`src/rtl/cluster_priority_encoder_pkg.sv`:
```
// Shared sizing and cluster word layout for the cluster priority encoder.
package cluster_priority_encoder_pkg;

   localparam int unsigned MXSBITS    = 768;
   localparam int unsigned MXSEGS     = 12;
   localparam int unsigned SEGSIZE    = 64;
   localparam int unsigned MXCLUSTERS = 8;
   localparam int unsigned MXADRB     = 10;

   localparam int unsigned SEGB  = $clog2(SEGSIZE);
   localparam int unsigned SEGIB = $clog2(MXSEGS);
   localparam int unsigned IDXB  = $clog2(MXCLUSTERS);

   typedef logic [MXADRB-1:0] adr_t;
   typedef logic [IDXB-1:0]   idx_t;
   typedef logic [SEGB-1:0]   pos_t;
   typedef logic [SEGIB-1:0]  seg_t;

   typedef struct packed {
      logic vld;
      idx_t idx;
      adr_t adr;
   } cluster_word_t;

endpackage

```
`src/rtl/cluster_priority_encoder_segment_encoder64.sv`:
```
// Combinational lowest-set-bit encoder over one 64-bit segment.
module segment_encoder64
   import cluster_priority_encoder_pkg::*;
(
   input  logic [SEGSIZE-1:0] bits,
   output logic               any,
   output pos_t               pos
);

   always_comb begin
      any = |bits;
      pos = '0;
      // Scan downward so the lowest set bit is the last one written.
      for (int unsigned i = SEGSIZE; i > 0; i--) begin
         if (bits[i-1]) pos = pos_t'(i-1);
      end
   end

endmodule

```
`src/rtl/cluster_priority_encoder.sv`:
```
// Three-stage pipelined lowest-set-bit encoder reading the truncated VPF vector
// and emitting one fixed-length frame of MXCLUSTERS cluster words.
module cluster_priority_encoder
   import cluster_priority_encoder_pkg::*;
(
   input  logic               clock,
   input  logic               global_reset,
   input  logic               frame_start,
   input  logic [MXSBITS-1:0] vpfs_in,
   output adr_t               cluster_adr,
   output logic               cluster_vld,
   output idx_t               cluster_idx,
   output logic               frame_first,
   output logic               frame_done,
   output logic               overflow
);

   localparam idx_t LAST_SLOT = idx_t'(MXCLUSTERS-1);

   logic [MXSEGS-1:0] seg_any_c, seg_any_r;
   pos_t              seg_pos_c [MXSEGS];
   pos_t              seg_pos_r [MXSEGS];

   for (genvar s = 0; s < MXSEGS; s++) begin : g_seg
      segment_encoder64 u_seg (
         .bits (vpfs_in[s*SEGSIZE +: SEGSIZE]),
         .any  (seg_any_c[s]),
         .pos  (seg_pos_c[s])
      );
   end

   // next_slot holds the slot number of the following cycle; frame_start forces slot 0 now.
   idx_t next_slot;
   logic in_frame;
   idx_t cur_slot;
   logic cur_inf;

   always_comb begin
      cur_slot = frame_start ? '0 : next_slot;
      cur_inf  = frame_start | in_frame;
   end

   idx_t s1_idx;
   logic s1_inf;
   logic any_rest;

   cluster_word_t s2_next, s2_word;
   logic          s2_first, s2_last;
   seg_t          hit_seg;
   pos_t          hit_pos;

   always_comb begin
      hit_seg = '0;
      hit_pos = '0;
      for (int unsigned s = MXSEGS; s > 0; s--) begin
         if (seg_any_r[s-1]) begin
            hit_seg = seg_t'(s-1);
            hit_pos = seg_pos_r[s-1];
         end
      end
      s2_next.vld = s1_inf & (|seg_any_r);
      s2_next.idx = s1_inf ? s1_idx : '0;
      s2_next.adr = s2_next.vld ? {hit_seg, hit_pos} : '0;
   end

   always_ff @(posedge clock) begin
      if (global_reset) begin
         next_slot   <= '0;
         in_frame    <= 1'b0;
         seg_any_r   <= '0;
         for (int unsigned s = 0; s < MXSEGS; s++) seg_pos_r[s] <= '0;
         s1_idx      <= '0;
         s1_inf      <= 1'b0;
         any_rest    <= 1'b0;
         s2_word     <= '0;
         s2_first    <= 1'b0;
         s2_last     <= 1'b0;
         cluster_adr <= '0;
         cluster_vld <= 1'b0;
         cluster_idx <= '0;
         frame_first <= 1'b0;
         frame_done  <= 1'b0;
         overflow    <= 1'b0;
      end else begin
         if (frame_start) begin
            next_slot <= idx_t'(1);
            in_frame  <= 1'b1;
         end else if (in_frame) begin
            if (next_slot == LAST_SLOT) in_frame <= 1'b0;
            else                        next_slot <= next_slot + 1'b1;
         end

         seg_any_r <= seg_any_c;
         seg_pos_r <= seg_pos_c;
         s1_idx    <= cur_slot;
         s1_inf    <= cur_inf;
         any_rest  <= |vpfs_in;

         s2_word  <= s2_next;
         s2_first <= s1_inf & (s1_idx == '0);
         s2_last  <= s1_inf & (s1_idx == LAST_SLOT);

         // any_rest now holds the vector one cycle after the last slot.
         cluster_adr <= s2_word.adr;
         cluster_vld <= s2_word.vld;
         cluster_idx <= s2_word.idx;
         frame_first <= s2_first;
         frame_done  <= s2_last;
         overflow    <= s2_last & any_rest;
      end
   end

endmodule

```
`config.mk`:
```
export PLATFORM = sky130hd
export DESIGN_NAME = cluster_priority_encoder
export DESIGN_NICKNAME = d
export VERILOG_FILES = /design/src/rtl/cluster_priority_encoder_pkg.sv /design/src/rtl/cluster_priority_encoder_segment_encoder64.sv /design/src/rtl/cluster_priority_encoder.sv
export SDC_FILE = /design/constraint.sdc
export NUM_CORES = 1
export LEC_CHECK = 0
export CAP_MARGIN = 15
export CORE_AREA = 2 2 307 309
export CTS_BUF_LIST = sky130_fd_sc_hd__clkbuf_8
export CTS_CLUSTER_SIZE = 40
export DETAILED_ROUTE_END_ITERATION = 7
export DIE_AREA = 0 0 309 311
export GPL_ROUTABILITY_DRIVEN = 1
export GPL_TIMING_DRIVEN = 0
export MAX_ROUTING_LAYER = met4
export PLACE_DENSITY = 0.49
export SYNTH_ARGS = -nofsm -noshare
export SYNTH_HDL_FRONTEND = slang
export SYNTH_SLANG_ARGS = --single-unit
```
`constraint.sdc`:
```
create_clock -name clock -period 2.65 [get_ports clock]
set_clock_uncertainty 0.15 [all_clocks]
set_input_delay 0.53 -clock clock [delete_from_list [all_inputs] [get_ports clock]]
set_output_delay 0.53 -clock clock [all_outputs]
set_load 0.02 [all_outputs]
```
==> flow_summary.yaml, run 1 <==
floorplanning:
  initial_core_util: 0.142
  io_pins: 788
  num_rows: 112
  die_w_um: 309
  die_area_mm2: 0.0961
  coreArea_mm2: 0.0928
  die_h_um: 311
clock_network:
  clkSinkCount: 126
  clock_latency_ns: 0.47
  ctsHtreeMaxLevel: 4
  root_buffer: "clkbuf_8"
  postCtsHoldBufs: 0
  clockBufferDepth: 2
  cts_tree: "yes"
  numCtsBuffers: 17
  clk_pin_slew_ns: 0.08
power_and_ir_drop:
  swShare: 0.346
  p_sw_mw: 2.15
  powerDensity_mw_per_mm2: 260
  power_frac_comb: 0.418
  peakVddDrop_v: 0.000213
  p_int_mw: 4.07
  pwr-share-clk: 0.265
  p_leak_nw: 7.74
  pwr-share-seq: 0.316
sta:
  hold_viol: 0
  setup_violations: 0
  setup_ws_ns: 0.0191
  rsz0062_at_grt: "true"
  relSlewSlack: 0.447
  maxSlewViolCount: 0
  fmax_mhz: 380
  finalSetupTns_ns: 0
  fin_crit_ns: 2.63
  whs_ns: 0.262
  period_share: 0.993
  tightest_slew_ns: 0.822
worst_setup_path:
  cp-start-kind: "primary input"
  path_class: "in2reg"
  critPathCaptureType: "register"
  cp.arrival_ns: 2.80
  required_ns: 2.82
  reg2reg_slack_ns: 0.08
  crit_path_max_fanout: 4
cells_and_area:
  final_common_cell: "clkdlybuf4s50_1"
  fin_nets: 3676
  finalInstanceArea_mm2: 0.0239
  area.growth.synth_to_final_pct: 81.6
  drive_gt1_frac: 0.0559
  layout_common_cells: "clkdlybuf4s50_1, nor2_1, a21oi_1, nor3_1, inv_1"
route:
  routed-via-count: 20000
  drt_iter0_markers: 1249
  drc: 0
  first_pass_iters: 8
  vias_per_cell: 4.78
  ant_nets: 0
  wl_per_cell_um: 22.0
  wirelength_um: 91800
placement:
  gp_congestion: 0.926
  dp_hpwl_um: 80500
  port_buffers: 786
  place_area_mm2: 0.0226
  dp_slack_ns: -1.56
synthesis:
  ys_types: 63
  synth_top_area_frac: 0.192
  ys_seq_area_frac: 0.192
  synthFlopType: "dfxtp_1"
  syn_inst: 2090
  ys_ff_latch: 126
  synth_largest_area_cell: "dfxtp_1"
  postSynth.asyncResetShare: 0
  avgSynthCellArea_um2: 6.30
  synth_edf_count: 0
  synth.area.top_cells: "dfxtp_1, nor4_1, nor2_1, a21oi_1, nor3_1"
  synthesis.area_mm2: 0.0132
  synth_fp_nets: 2863
  synth_warnings: 0
global_route:
  antenna_found_initial: 18
  grt_usage: 0.186
  grt_max_degree: 17
  grt_pass1_wl_um: 129000
  grt_pass1_vias: 19600
  grt_overflow_total: 0
worst_hold_path:
  hold_path.class: "reg2reg"
flow_run:
  drv_cap: 0
outcome:
  outcome: "finished, final reports clean"
[cell usage after synthesis, types with 28 or more instances]
master	n
nor2b_1	39
a211oi_1	30
o211ai_1	28
nand2_1	124
nor4_1	212
nand4_1	39
inv_1	167
a21oi_1	196
o31ai_1	48
nand2b_1	29
nand3_1	50
nor2_1	327
nor3_1	186
a31oi_1	54
o21ai_0	144
dfxtp_1	126
[worst max-delay path: stages]
cell and delay [ns]:
clkdlybuf4s50_1 0.52, nor4_1 0.55, nand2_1 0.22, nor2_1 0.20, nand3_2 0.20, nor4_4 0.39
a41oi_2 0.18
[cell families after synthesis]
| kind of cell | share of synthesized area |
|---|---|
| AO/OA/AOI/OAI | 0.334 |
| AND/OR/NAND/NOR | 0.418 |
| adder cells (fa/ha/maj) | 0.00190 |
| multiplexers | 0.00152 |
| XOR/XNOR | 0.000665 |
| flip-flops | 0.192 |
| buffers and inverters | 0.0530 |
[flip-flops by register name, indices dropped and copies added (netlist names)]
signal       flops
s2_last          1
any_rest         1
frame_done       1
seg_pos_r       72
frame_first      1
s1_idx           3
seg_any_r       12
s2_word         14
s2_first         1
overflow         1
cluster_vld      1
cluster_adr     10
next_slot        3
in_frame         1
s1_inf           1
cluster_idx      3
[metrics by stage]
step            util  total power, mW  instances
6_report       0.258             6.22       4182
5_1_grt        0.258             6.60       4180
4_1_cts        0.252             6.26       4166
3_5_place_dp   0.244             4.50       4133
3_3_place_gp   0.244             4.50       4130
2_1_floorplan      -             2.63       2090
[repair_timing]
| action | CTS | global route |
|---|---|---|
| setup endpoints to repair | 34 | 6 |
| resized for setup | 60 | 75 |
| pin swaps | 1 | 5 |
| hold endpoints to repair | 0 | 0 |
| buffers inserted | 2 | 3 |
[power groups by stage]
stage                     logic (mW)  clock network, mW  registers, mW
final                           2.60               1.65           1.97
after global placement          2.49                  0           2.01
after detailed placement        2.49                  0           2.01
after floorplan                0.625                  0           2.00
after global routing            2.80               1.82           1.98
after CTS                       2.54               1.75           1.97
[layer usage]
| layer | part of all wire | wire (µm) | vias up | global-route usage |
|---|---|---|---|---|
| li1 | - | - | 9763 | - |
| met2 | 0.51 | 46800 | 716 | 0.331 |
| met5 | 0 | 0 | - | - |
| met4 | 0.012 | 1130 | 0 | 0.0306 |
| met3 | 0.067 | 6120 | 59 | 0.0354 |
| met1 | 0.41 | 37800 | 9455 | 0.217 |
[final timing paths]
kind	startpoint	to	cells after the start
hold reg to reg	s1_idx[2]	s2_first	1
setup / recovery	vpfs_in[141]	any_rest	7
hold / removal	s1_idx[2]	s2_first	1
setup reg to reg	seg_any_r[10]	s2_word[3]	7
[layout make-up]
type,count,area (µm²)
antenna,13,32.5
buffer,19,88.8
clock buffer,18,248
clock inverter,13,115
fill,10400,68800
inverter,167,627
multi-input combinational,1778,10800
sequential,126,2520
tap,1254,1570
timing repair buffer,794,7940
(Power assumes the default switching activity.)
==> run 2: changes to the inputs <==
--- a/config.mk
+++ b/config.mk
@@ -5,16 +5,16 @@
 export SDC_FILE = /design/constraint.sdc
 export NUM_CORES = 1
 export LEC_CHECK = 0
+export ABC_AREA = 1
 export CAP_MARGIN = 15
-export CORE_AREA = 2 2 307 309
+export CORE_AREA = 2 2 306 308
 export CTS_BUF_LIST = sky130_fd_sc_hd__clkbuf_8
 export CTS_CLUSTER_SIZE = 40
 export DETAILED_ROUTE_END_ITERATION = 7
-export DIE_AREA = 0 0 309 311
+export DIE_AREA = 0 0 308 310
 export GPL_ROUTABILITY_DRIVEN = 1
 export GPL_TIMING_DRIVEN = 0
-export MAX_ROUTING_LAYER = met4
-export PLACE_DENSITY = 0.49
+export PLACE_DENSITY = 0.51
 export SYNTH_ARGS = -nofsm -noshare
 export SYNTH_HDL_FRONTEND = slang
 export SYNTH_SLANG_ARGS = --single-unit
==> flow_summary.yaml, run 2 <==
route:
  drt_iter0_markers: 840
  wl_per_cell_um: 15.8
  vias_per_cell: 3.95
  ant_nets: 0
  routed-via-count: 20200
  first_pass_iters: 6
  wirelength_um: 81100
  drc: 0
clock_network:
  clock_latency_ns: 0.44
  postCtsHoldBufs: 0
  numCtsBuffers: 17
  root_buffer: "clkbuf_8"
  ctsHtreeMaxLevel: 4
  clk_pin_slew_ns: 0.08
  cts_tree: "yes"
  clkSinkCount: 126
  clockBufferDepth: 2
flow_run:
  drv_cap: 0
worst_setup_path:
  cp.arrival_ns: 3.89
  critPathCaptureType: "register"
  cpMaxStageDelayCell: "a21oi_4"
  required_ns: 2.86
  ff2ff_path_depth: 10
  slowest_delay_ns: 0.17
  crit_family: "simple AND/OR/NAND/NOR gates"
  path_class: "in2reg"
  timing.critical_path.buf_inv: 2
  cp_num_cells: 64
  cp-start-kind: "primary input"
  cpMostUsedCell: "nand2_1"
  crit_path_max_fanout: 2
  reg2reg_slack_ns: 0.17
global_route:
  grt_max_degree: 17
  grt_usage: 0.161
  grt_pass1_wl_um: 115000
  grt_overflow_total: 0
  grt_pass1_vias: 19500
  antenna_found_initial: 17
worst_hold_path:
  hold_path_depth: 2
  hold_path.class: "reg2reg"
cells_and_area:
  largest_reg_flops: 72
  drive_gt1_frac: 0.0855
  area.growth.synth_to_final_pct: 72.1
  final_common_cell: "nand2_1"
  layout_common_cells: "nand2_1, inv_1, clkdlybuf4s50_1, nor2_1, dfxtp_1"
  largest_registers: "seg_pos_r: 72 flops, s2_word: 14 flops, seg_any_r: 12 flops"
  fin_nets: 4678
  max_flop_register: "seg_pos_r"
outcome:
  violations: "setup timing"
  outcome: "finished with violations"
floorplanning:
  initial_core_util: 0.162
  num_rows: 112
  coreArea_mm2: 0.0925
  die_h_um: 310
  die_area_mm2: 0.0955
  io_pins: 788
  die_w_um: 308
synthesis:
  synth_edf_count: 0
  synth_warnings: 0
  synthMostInstantiatedCell: "nand2_1"
  synth.area.top_cells: "nand2_1, inv_1, dfxtp_1, nor2_1, nand3_1"
  synthFlopType: "dfxtp_1"
  ys_seq_area_frac: 0.169
  synthesis.area_mm2: 0.0150
  synth_common_cells: "nand2_1, inv_1, nor2_1"
  synth_top_area_frac: 0.250
  synth_fp_nets: 3853
  ys_ff_latch: 126
  ys_types: 40
  postSynth.asyncResetShare: 0
  syn_inst: 3080
  synth_largest_area_cell: "nand2_1"
  avgSynthCellArea_um2: 4.85
sta:
  hold_viol: 0
  setup_ws_ns: -1.02
  maxSlewViolCount: 0
  setup_violations: 20
  fmax_mhz: 272
  relSlewSlack: 0.473
  tightest_slew_ns: 0.784
  period_share: 1.39
  whs_ns: 0.250
  rsz0062_at_grt: "true"
  finalSetupTns_ns: -13.81
  fin_crit_ns: 3.67
placement:
  dp_hpwl_um: 72800
  port_buffers: 786
  gp_congestion: 0.935
power_and_ir_drop:
  powerDensity_mw_per_mm2: 246
  p_leak_nw: 13.0
  peakVddDrop_v: 0.000265
  power_mw: 6.33
==> run 2: cell types whose count changed after synthesis, sizes merged, moves of 73 or more <==
cell and change:
nor3 -134, nor4 -122, inv +776, a21oi -102, o21ai -73, nand2 +872
==> run 2: logic make-up (layout without fill, tap and decap cells) <==
group,count (synthesis),in the layout,synth area share
simple gates,1677,1677,0.455
buf+inv,970,1808,0.244
compound gates,305,305,0.130
flops,126,126,0.169
fa+ha+maj,2,2,0.00167
other cells,0,14,0
==> run 2: worst reg2reg max path, delay by kind of cell, from the launching register on <==
| kind | cells | cell delay (ns) |
|---|---|---|
| AO/OA/AOI/OAI | 7 | 1.23 |
| buffers and inverters | 1 | 0.21 |
| flip-flops | 1 | 0.30 |
| AND/OR/NAND/NOR | 2 | 0.53 |
==> run 2: area by class of cell <==
cell class                 count  area (µm²)
inverter                     955        3630
timing repair buffer         808        7960
multi-input combinational   1984        9650
clock buffer                  20         275
tap                         1197        1500
fill                       10500       66800
clock inverter                12         113
sequential                   126        2520
antenna                       14        35.0
buffer                        13        51.3
==> run 2: final timing paths <==
check | start | endpoint
max reg2reg | seg_any_r[10] | s2_word[2]
max | vpfs_in[382] | seg_pos_r[36]
min reg2reg | s2_word[3] | cluster_adr[3]
min | s2_word[3] | cluster_adr[3]
==> run 2: per-layer routing <==
| metal | global-route usage | vias up | routed length, µm |
|---|---|---|---|
| met5 | 0 | - | 8 |
| met3 | 0.0400 | 73 | 5480 |
| met1 | 0.183 | 8713 | 33300 |
| li1 | - | 10900 | - |
| met2 | 0.297 | 566 | 40400 |
| met4 | 0.0449 | 2 | 1900 |
==> run 2: what timing repair did <==
item,CTS,global route
pin swaps,164,216
setup buffers,12,9
cloned,0,0
gates resized for setup,379,159
setup endpoints to repair,42,32
==> run 2: through the flow <==
stage	util	std cells	instance area [µm²]	setup WS, ns
2_1_floorplan	-	3080	15000	-0.764
3_3_place_gp	0.263	5063	24300	-2.03
3_5_place_dp	0.263	5067	24400	-2.03
4_1_cts	0.272	5111	25200	-1.19
5_1_grt	0.278	5126	25700	-1.75
6_report	0.278	5129	25700	-1.02
==> run 2: power by group <==
group | internal, mW | leakage (nW) | total (mW) | switching [mW]
Sequential | 1.94 | 1.03 | 1.96 | 0.0283
Clock | 0.818 | 0.178 | 1.64 | 0.822
Combinational | 1.44 | 11.8 | 2.73 | 1.28
Total | 4.20 | 13.0 | 6.33 | 2.13
